## src/rtl/ldpc_pkg.sv

```systemverilog
// Shared LDPC decoder constants and types, used by the check-node
// compression stage and the downstream recovery unit.
package ldpc_pkg;

  // Messages per check-node row
  localparam int Wc        = 32;
  // Width of a position index (ceil log2 Wc)
  localparam int Wcbits    = 5;
  // Two's-complement message width
  localparam int W         = 10;
  // Magnitude width after sign removal
  localparam int Wabs      = W - 1;
  // Compressed row width: {Min1, Min2, Pos, UpdatedSign}
  localparam int ECOMPSIZE = 2 * Wabs + Wcbits + Wc;

  // Row controller states, shared with the recovery unit
  typedef enum logic {
    ACCUM = 1'b0,
    DONE  = 1'b1
  } cnu_state_e;

endpackage : ldpc_pkg

```

## src/rtl/cnu_compress_abs_sat.sv

```systemverilog
// Splits a two's-complement message into its sign bit and a saturated
// magnitude. The most-negative code has no positive counterpart in W-1
// bits, so it is clamped to the largest magnitude.
module abs_sat #(
  parameter int W = ldpc_pkg::W
) (
  input  logic [W-1:0] msg,
  output logic         sign,
  output logic [W-2:0] mag
);

  logic [W-1:0] negated;

  // Conditional negate, then clamp the single overflow case
  always_comb begin
    negated = ~msg + 1'b1;
    sign    = msg[W-1];
    if (!msg[W-1]) begin
      mag = msg[W-2:0];
    end else if (negated[W-1]) begin
      // Negating the most-negative code leaves the sign bit set
      mag = '1;
    end else begin
      mag = negated[W-2:0];
    end
  end

endmodule : abs_sat

```

## src/rtl/cnu_compress.sv

```systemverilog
// Check-node compression: accumulates one row of Wc variable-to-check
// messages and presents the compressed form {Min1, Min2, Pos, UpdatedSign}
// to the recovery stage with a valid/ready handshake.
module cnu_compress
  import ldpc_pkg::cnu_state_e, ldpc_pkg::ACCUM, ldpc_pkg::DONE;
#(
  parameter int Wc        = ldpc_pkg::Wc,
  parameter int Wcbits    = ldpc_pkg::Wcbits,
  parameter int W         = ldpc_pkg::W,
  parameter int ECOMPSIZE = 2 * (W - 1) + Wcbits + Wc
) (
  input  logic                 clk,
  input  logic                 rst,
  input  logic                 in_valid,
  output logic                 in_ready,
  input  logic [W-1:0]         in_msg,
  output logic                 out_valid,
  input  logic                 out_ready,
  output logic [ECOMPSIZE-1:0] Ecomp
);

  localparam int Wabs = W - 1;
  localparam logic [Wabs-1:0]   MAG_MAX   = '1;
  localparam logic [Wcbits-1:0] LAST_IDX  = Wcbits'(Wc - 1);

  cnu_state_e        state;
  cnu_state_e        state_nxt;

  logic [Wcbits-1:0] idx;
  logic [Wabs-1:0]   min1;
  logic [Wabs-1:0]   min2;
  logic [Wcbits-1:0] pos;
  logic [Wc-1:0]     signreg;
  logic              parity;

  logic              msg_sign;
  logic [Wabs-1:0]   msg_mag;
  logic              xfer;
  logic              row_taken;
  logic [Wc-1:0]     updated_sign;

  abs_sat #(
    .W (W)
  ) u_abs_sat (
    .msg  (in_msg),
    .sign (msg_sign),
    .mag  (msg_mag)
  );

  assign xfer      = in_valid && in_ready;
  assign row_taken = (state == DONE) && out_ready;

  // State register
  always_ff @(posedge clk or negedge rst) begin
    if (!rst) begin
      state <= ACCUM;
    end else begin
      state <= state_nxt;
    end
  end

  // Next-state and handshake outputs
  always_comb begin
    // NOTE: every output of this block gets a default first so no path
    // leaves a signal unassigned, which would otherwise infer a latch.
    state_nxt = state;
    in_ready  = 1'b0;
    out_valid = 1'b0;
    unique case (state)
      ACCUM: begin
        in_ready = 1'b1;
        if (xfer && (idx == LAST_IDX)) begin
          state_nxt = DONE;
        end
      end
      DONE: begin
        out_valid = 1'b1;
        if (out_ready) begin
          state_nxt = ACCUM;
        end
      end
      default: state_nxt = ACCUM;
    endcase
  end

  // Row accumulator: two smallest magnitudes, argmin, signs and parity
  always_ff @(posedge clk or negedge rst) begin
    if (!rst) begin
      idx     <= '0;
      min1    <= MAG_MAX;
      min2    <= MAG_MAX;
      pos     <= '0;
      signreg <= '0;
      parity  <= 1'b0;
    end else if (row_taken) begin
      // Row consumed downstream: prime for the next row
      idx     <= '0;
      min1    <= MAG_MAX;
      min2    <= MAG_MAX;
      pos     <= '0;
      signreg <= '0;
      parity  <= 1'b0;
    end else if (xfer) begin
      // NOTE: non-blocking assignments here mean the min1/min2 comparisons
      // below all see the pre-edge values, so Min2 <= old Min1 is correct.
      if (msg_mag < min1) begin
        min2 <= min1;
        min1 <= msg_mag;
        pos  <= idx;
      end else if (msg_mag < min2) begin
        min2 <= msg_mag;
      end
      signreg[idx] <= msg_sign;
      parity       <= parity ^ msg_sign;
      // Index holds at the last position until the row is taken
      if (idx != LAST_IDX) begin
        idx <= idx + 1'b1;
      end
    end
  end

  // Extrinsic sign per position: own sign removed from the row parity
  assign updated_sign = signreg ^ {Wc{parity}};

  // Packing order matches the recovery-stage unpack: Min1 at the MSBs
  assign Ecomp = {min1, min2, pos, updated_sign};

endmodule : cnu_compress

```

## config.mk

```make
export PLATFORM = sky130hd
export DESIGN_NAME = cnu_compress
export DESIGN_NICKNAME = d
export VERILOG_FILES = /design/src/rtl/ldpc_pkg.sv /design/src/rtl/cnu_compress_abs_sat.sv /design/src/rtl/cnu_compress.sv
export SDC_FILE = /design/constraint.sdc
export NUM_CORES = 1
export LEC_CHECK = 0
export CORE_MARGIN = 1.5
export CORE_UTILIZATION = 55
export CTS_CLUSTER_DIAMETER = 120
export DETAILED_ROUTE_END_ITERATION = 10
export PLACE_DENSITY = 0.83
export SLEW_MARGIN = 15
export SYNTH_ARGS = -nofsm -noshare
export SYNTH_HDL_FRONTEND = slang
export SYNTH_SLANG_ARGS = --single-unit
```

## constraint.sdc

```tcl
create_clock -name clk -period 5.05 [get_ports clk]
set_input_delay 1.515 -clock clk [delete_from_list [all_inputs] [get_ports clk]]
set_output_delay 1.515 -clock clk [all_outputs]
set_load 0.1 [all_outputs]
```

======== Word-level counts from Yosys, hierarchy flattened ========
Index checks and enable logic that the tools add are counted.
word-level totals
  register bits ........................... 62
  input bits .............................. 14
  output and inout port bits .............. 57
  logic and storage cells ................. 57
operators by class
  add/sub/neg operators ................... 2
  order comparisons ....................... 4
  equality and inequality tests ........... 2
  muxes and demuxes ....................... 27
  bitwise logic cells ..................... 4
  reductions and logical operators ........ 11
operators with widths
  kind                   number
  $mux 9                 9
  $mux 32                2
  $bwmux 32              1
  $xor 32x32->32         1
  $mux 5                 6
  $lt 9x9->1             2
  $add 10x1->10 const B  1
  $not 10->10            1
  $mux 1                 7
  $lt 5x6->1 const B     1
  $reduce_and 2->1       3
  $reduce_bool 2->1      3
  $add 5x1->5 const B    1
  $demux 1 s5            1
  $eq 5x5->1 const B     1
  $ge 5x1->1 const B     1
  $ne 5x5->1 const B     1
  $logic_and 1x1->1      4
  $reduce_bool 3->1      1
  $pmux 1 s2             1
  $not 1->1              1
  $xor 1x1->1            1

======== Logic depth before layout (Yosys ltp) ========
  word-level depth ........................ 9
  mapped depth ............................ 14
  mapped depth without buffers ............ 13

======== Modules after synthesis ========
From an unflattened synthesis, not the netlist that was laid out.
second synthesis, totals
  cells, all modules ...................... 429
  area, all modules ....................... 3923.8 um^2
modules (own cells, without submodules)
  module        times used  cells each  area an instance (um^2)  sequential area each (um^2)
  cnu_compress  1           382         3646.0                   1574.0
  abs_sat       1           47          277.8                    0.0

======== Worst setup path after synthesis ========
Ideal clock, no wire load.
  path type ............................... input to register
  start ................................... input port in_msg[5]
  end ..................................... register min2[0]
  library setup time ...................... 0.085 ns
  arrival time ............................ 4.237 ns
  required time ........................... 4.965 ns
  slack ................................... 0.728 ns
  stages .................................. 11
  path buffers ............................ 1
  cell sequence ........................... or4_4 -> o211a_1 -> nor3_1 -> ha_1 -> nand4_1 -> nor2_1 -> nor3_1 -> nand4_4 -> and3_1 -> buf_4 -> mux2_1
between the ends
  word-level cells in the longest chain between the ends .. 8
  elaborated cells on any way between the ends .. 12
  those cells by class .................... 1 x add/sub; 2 x order compare; 6 x mux; 1 x bitwise; 2 x reduce/logical
ends and longest elaborated chain
  item                                         RTL line                                  text
  start, declared                              cnu_compress.sv:16                        input logic [W-1:0] in_msg,
  $not 10->10                                  cnu_compress_abs_sat.sv:16                negated = ~msg + 1'b1;
  $add 10x1->10                                cnu_compress_abs_sat.sv:16
  $mux 9                                       cnu_compress_abs_sat.sv:20                end else if (negated[W-1]) begin
  $mux 9 (*)                                   cnu_compress_abs_sat.sv:18                if (!msg[W-1]) begin
  $lt 9x9->1 / $mux 9 (equally long branches)  cnu_compress.sv:106, cnu_compress.sv:110
  $mux 9                                       cnu_compress.sv:106                       if (msg_mag < min1) begin
  $mux 9                                       cnu_compress.sv:103                       end else if (xfer) begin
  $mux 9                                       cnu_compress.sv:95                        end else if (row_taken) begin
  end signal, assigned                         cnu_compress.sv:107                       min2 <= min1;
  end signal, assigned                         cnu_compress.sv:111                       min2 <= msg_mag;
  end, declared                                cnu_compress.sv:31                        logic [Wabs-1:0] min2;
Every way passes the cells marked *; elsewhere a longest branch is shown, timed or not. The select of a mux whose other input is x is not followed.
A chain may end at the register's enable or synchronous reset.

======== Worst setup path in the final report ========
  start ................................... input port in_msg[5]
  end ..................................... register min2[4]
Same word-level chain as after synthesis.

==> flow_summary.toml <==
[timing]
rsz0062_at_grt = "false"
layout_min_cycle_time_ps = 4690
max_freq_ghz = 0.213
finalSetupTns_ps = 0
tightestPinTransition_ps = 1170
timing.slew.headroom_pct = 22.2
hold_violations = 0
fin_crit_sh_pct = 92.9
drv_slew = 0
clock_skew_ps = 8.16
setup_viol = 0

[critical_path]
reg2reg_depth = 9
path_buf_inv = 2
slowest_stage = "or4_4"
ff2ff_setup_slack_ps = 2490
worstPathRequired_ps = 5310
rr_startpoint = "min1[8]"
cp-start-kind = "input pin"
crit_path_end = "min2[4]"
crit_arrival_ps = 4950
crit_path_max_fanout = 6
crit_chain = "clkdlybuf4s50_1 > or4_4 > a2111oi_0 > nor3_1 > ha_1 > nand4_1 > nor2_1 > o2111ai_4 > nand4_4 > and3_1 > buf_4 > mux2i_1"
crit_family = "simple AND/OR/NAND/NOR gates"
cp.depth = 12
cp-startpoint = "in_msg[5]"
max_stage_delay_ps = 560
end_kind = "flip-flop"
path_class = "in2reg"
regToRegEndpoint = "min2[4]"

[synth]
ys_types = 50
synth_enable_flop_cells = 0
async_flop_share_pct = 100
synth_area_um2 = 3970
avgSynthCellArea_um2 = 9.28
ys_seq_area_share_pct = 39.6
synth_ff_type = "dfrtp_1"
ys_ff_latch = 62
synth_cells = 428
synth_warnings = 0
syn_nets = 464

[place]
numPortBuffers = 70
placedCellCount = 583
place_hpwl_um = 6830
gp_congestion = 0.949

[routing]
dr_total_vias = 3426
firstDrtPassIters = 5
drt_iter0_drc = 244
wirelength_um = 9650
vias_per_cell = 5.72
antenna_left = 0
wl_per_cell_um = 16.1
drc_errors = 0

[global_routing]
met1_usage_pct = 36.4
grt_util_met2_pct = 41.3
grt_pass1_vias = 3285
grt_max_degree = 37
grt_most_used_layer = "met2"
grt_usage_pct = 26.1
use_met3_pct = 3.20
grt_pass1_wl_um = 15800
antenna_found_initial = 0
overflow = 0

[worst_hold_path]
min_path_type = "reg2reg"

[die]
rows = 30
dieArea_um2 = 7740
core_area_um2 = 6870
fp.dieH_um = 88.0
die_x_um = 88.0
pin_count = 71
start_util_pct = 57.8

[clock_tree]
cts-root-buf = "clkbuf_8"
path_clk_slew_ps = 60
hold_buffers = 0
cts_buffer_depth = 2
postCtsSetupBuffers = 0
htree_levels = 3
cts_buffers = 9
cts_tree = "built"
cts_resized = 0
clock_sinks = 62
worstSkewPairLatency_ps = 340

[finish]
drive_gt1_share_pct = 18.7
final_common_cell = "buf_4"
final_cell_mix = "46 x buf_4, 44 x dfrtp_1, 43 x nor2_1"
area_growth_pct = 24.3
n_antenna_cell = 0
fin_cells = 599
nets = 534

[flow_run]
maxCapViolCount = 0

[run_status]
status = "finished clean"
==> cell usage after synthesis (4+ instances only) <==
cell	n	area, µm²
buf_1	4	15.0
mux2_4	4	60.1
or3_1	22	138
o21ai_0	32	160
xor2_1	34	298
nor2_1	43	161
nand2_1	16	60.1
nand3_1	19	95.1
nor3b_1	4	30.0
dfrtp_1	44	1100
a21oi_1	36	180
xnor2_1	4	35.0
ha_1	22	275
clkbuf_1	18	67.6
nand4_1	6	37.5
mux2i_1	23	230
nor3_1	6	30.0
and3_1	5	31.3
inv_1	28	105
dfstp_2	18	473
==> worst min-delay path by stage <==
stage | startpoint | endpoint | slack [ps] | cells past startpoint
2_1_floorplan | signreg[10] | signreg[10] | 510 | 2
3_3_place_gp | pos[2] | pos[2] | 500 | 2
3_5_place_dp | min2[1] | min2[1] | 510 | 2
4_1_cts | min2[3] | min2[3] | 520 | 2
5_1_grt | min2[1] | min2[1] | 550 | 2
6_report | min2[3] | min2[3] | 520 | 2
==> cells by family after synthesis <==
kind of cell / Yosys count / synth area share (%)
simple gates: 138 / 19.1
mux: 31 / 8.44
compound gates: 83 / 12.1
flops: 62 / 39.6
fa+ha+maj: 22 / 6.93
xor+xnor: 38 / 8.38
buf+inv: 54 / 5.48
==> state kept, by name, indices dropped and copies added, names as in the netlist <==
register and cells:
idx 5, pos 5, parity 1, state 1, signreg 32, min1 9
min2 9
==> metal layers <==
metal | share of wire, % | wire length [µm]
met5 | 0 | 0
met2 | 48 | 4590
met4 | 2.2 | 214
met3 | 5.2 | 504
met1 | 45 | 4340
==> through the flow <==
step / setup WS [ps] / utilization (%) / hold WS [ps] / instance area, µm²
global placement: 117 / 68.5 / 500 / 4700
floorplan: 728 / - / 510 / 3970
finish: 356 / 71.9 / 517 / 4940
detailed placement: 56.5 / 68.5 / 505 / 4700
global route: 179 / 71.9 / 547 / 4940
CTS: 404 / 71.9 / 521 / 4940
==> final cells by class <==
cell class / count / area, µm²
sequential: 62 / 1570
tap: 96 / 120
clock inverter: 5 / 81.3
fill: 536 / 1930
timing repair buffer: 84 / 721
multi-input combinational: 312 / 2180
clock buffer: 11 / 151
inverter: 29 / 109
==> tightest hold or removal path, cell delays in order, from the launching register on <==
cell and delay, ps:
dfstp_2 370, inv_1 70, mux2i_1 70
Power is not shown: default switching activity piles up to over one toggle a cycle in this logic, so the estimate is an artifact.
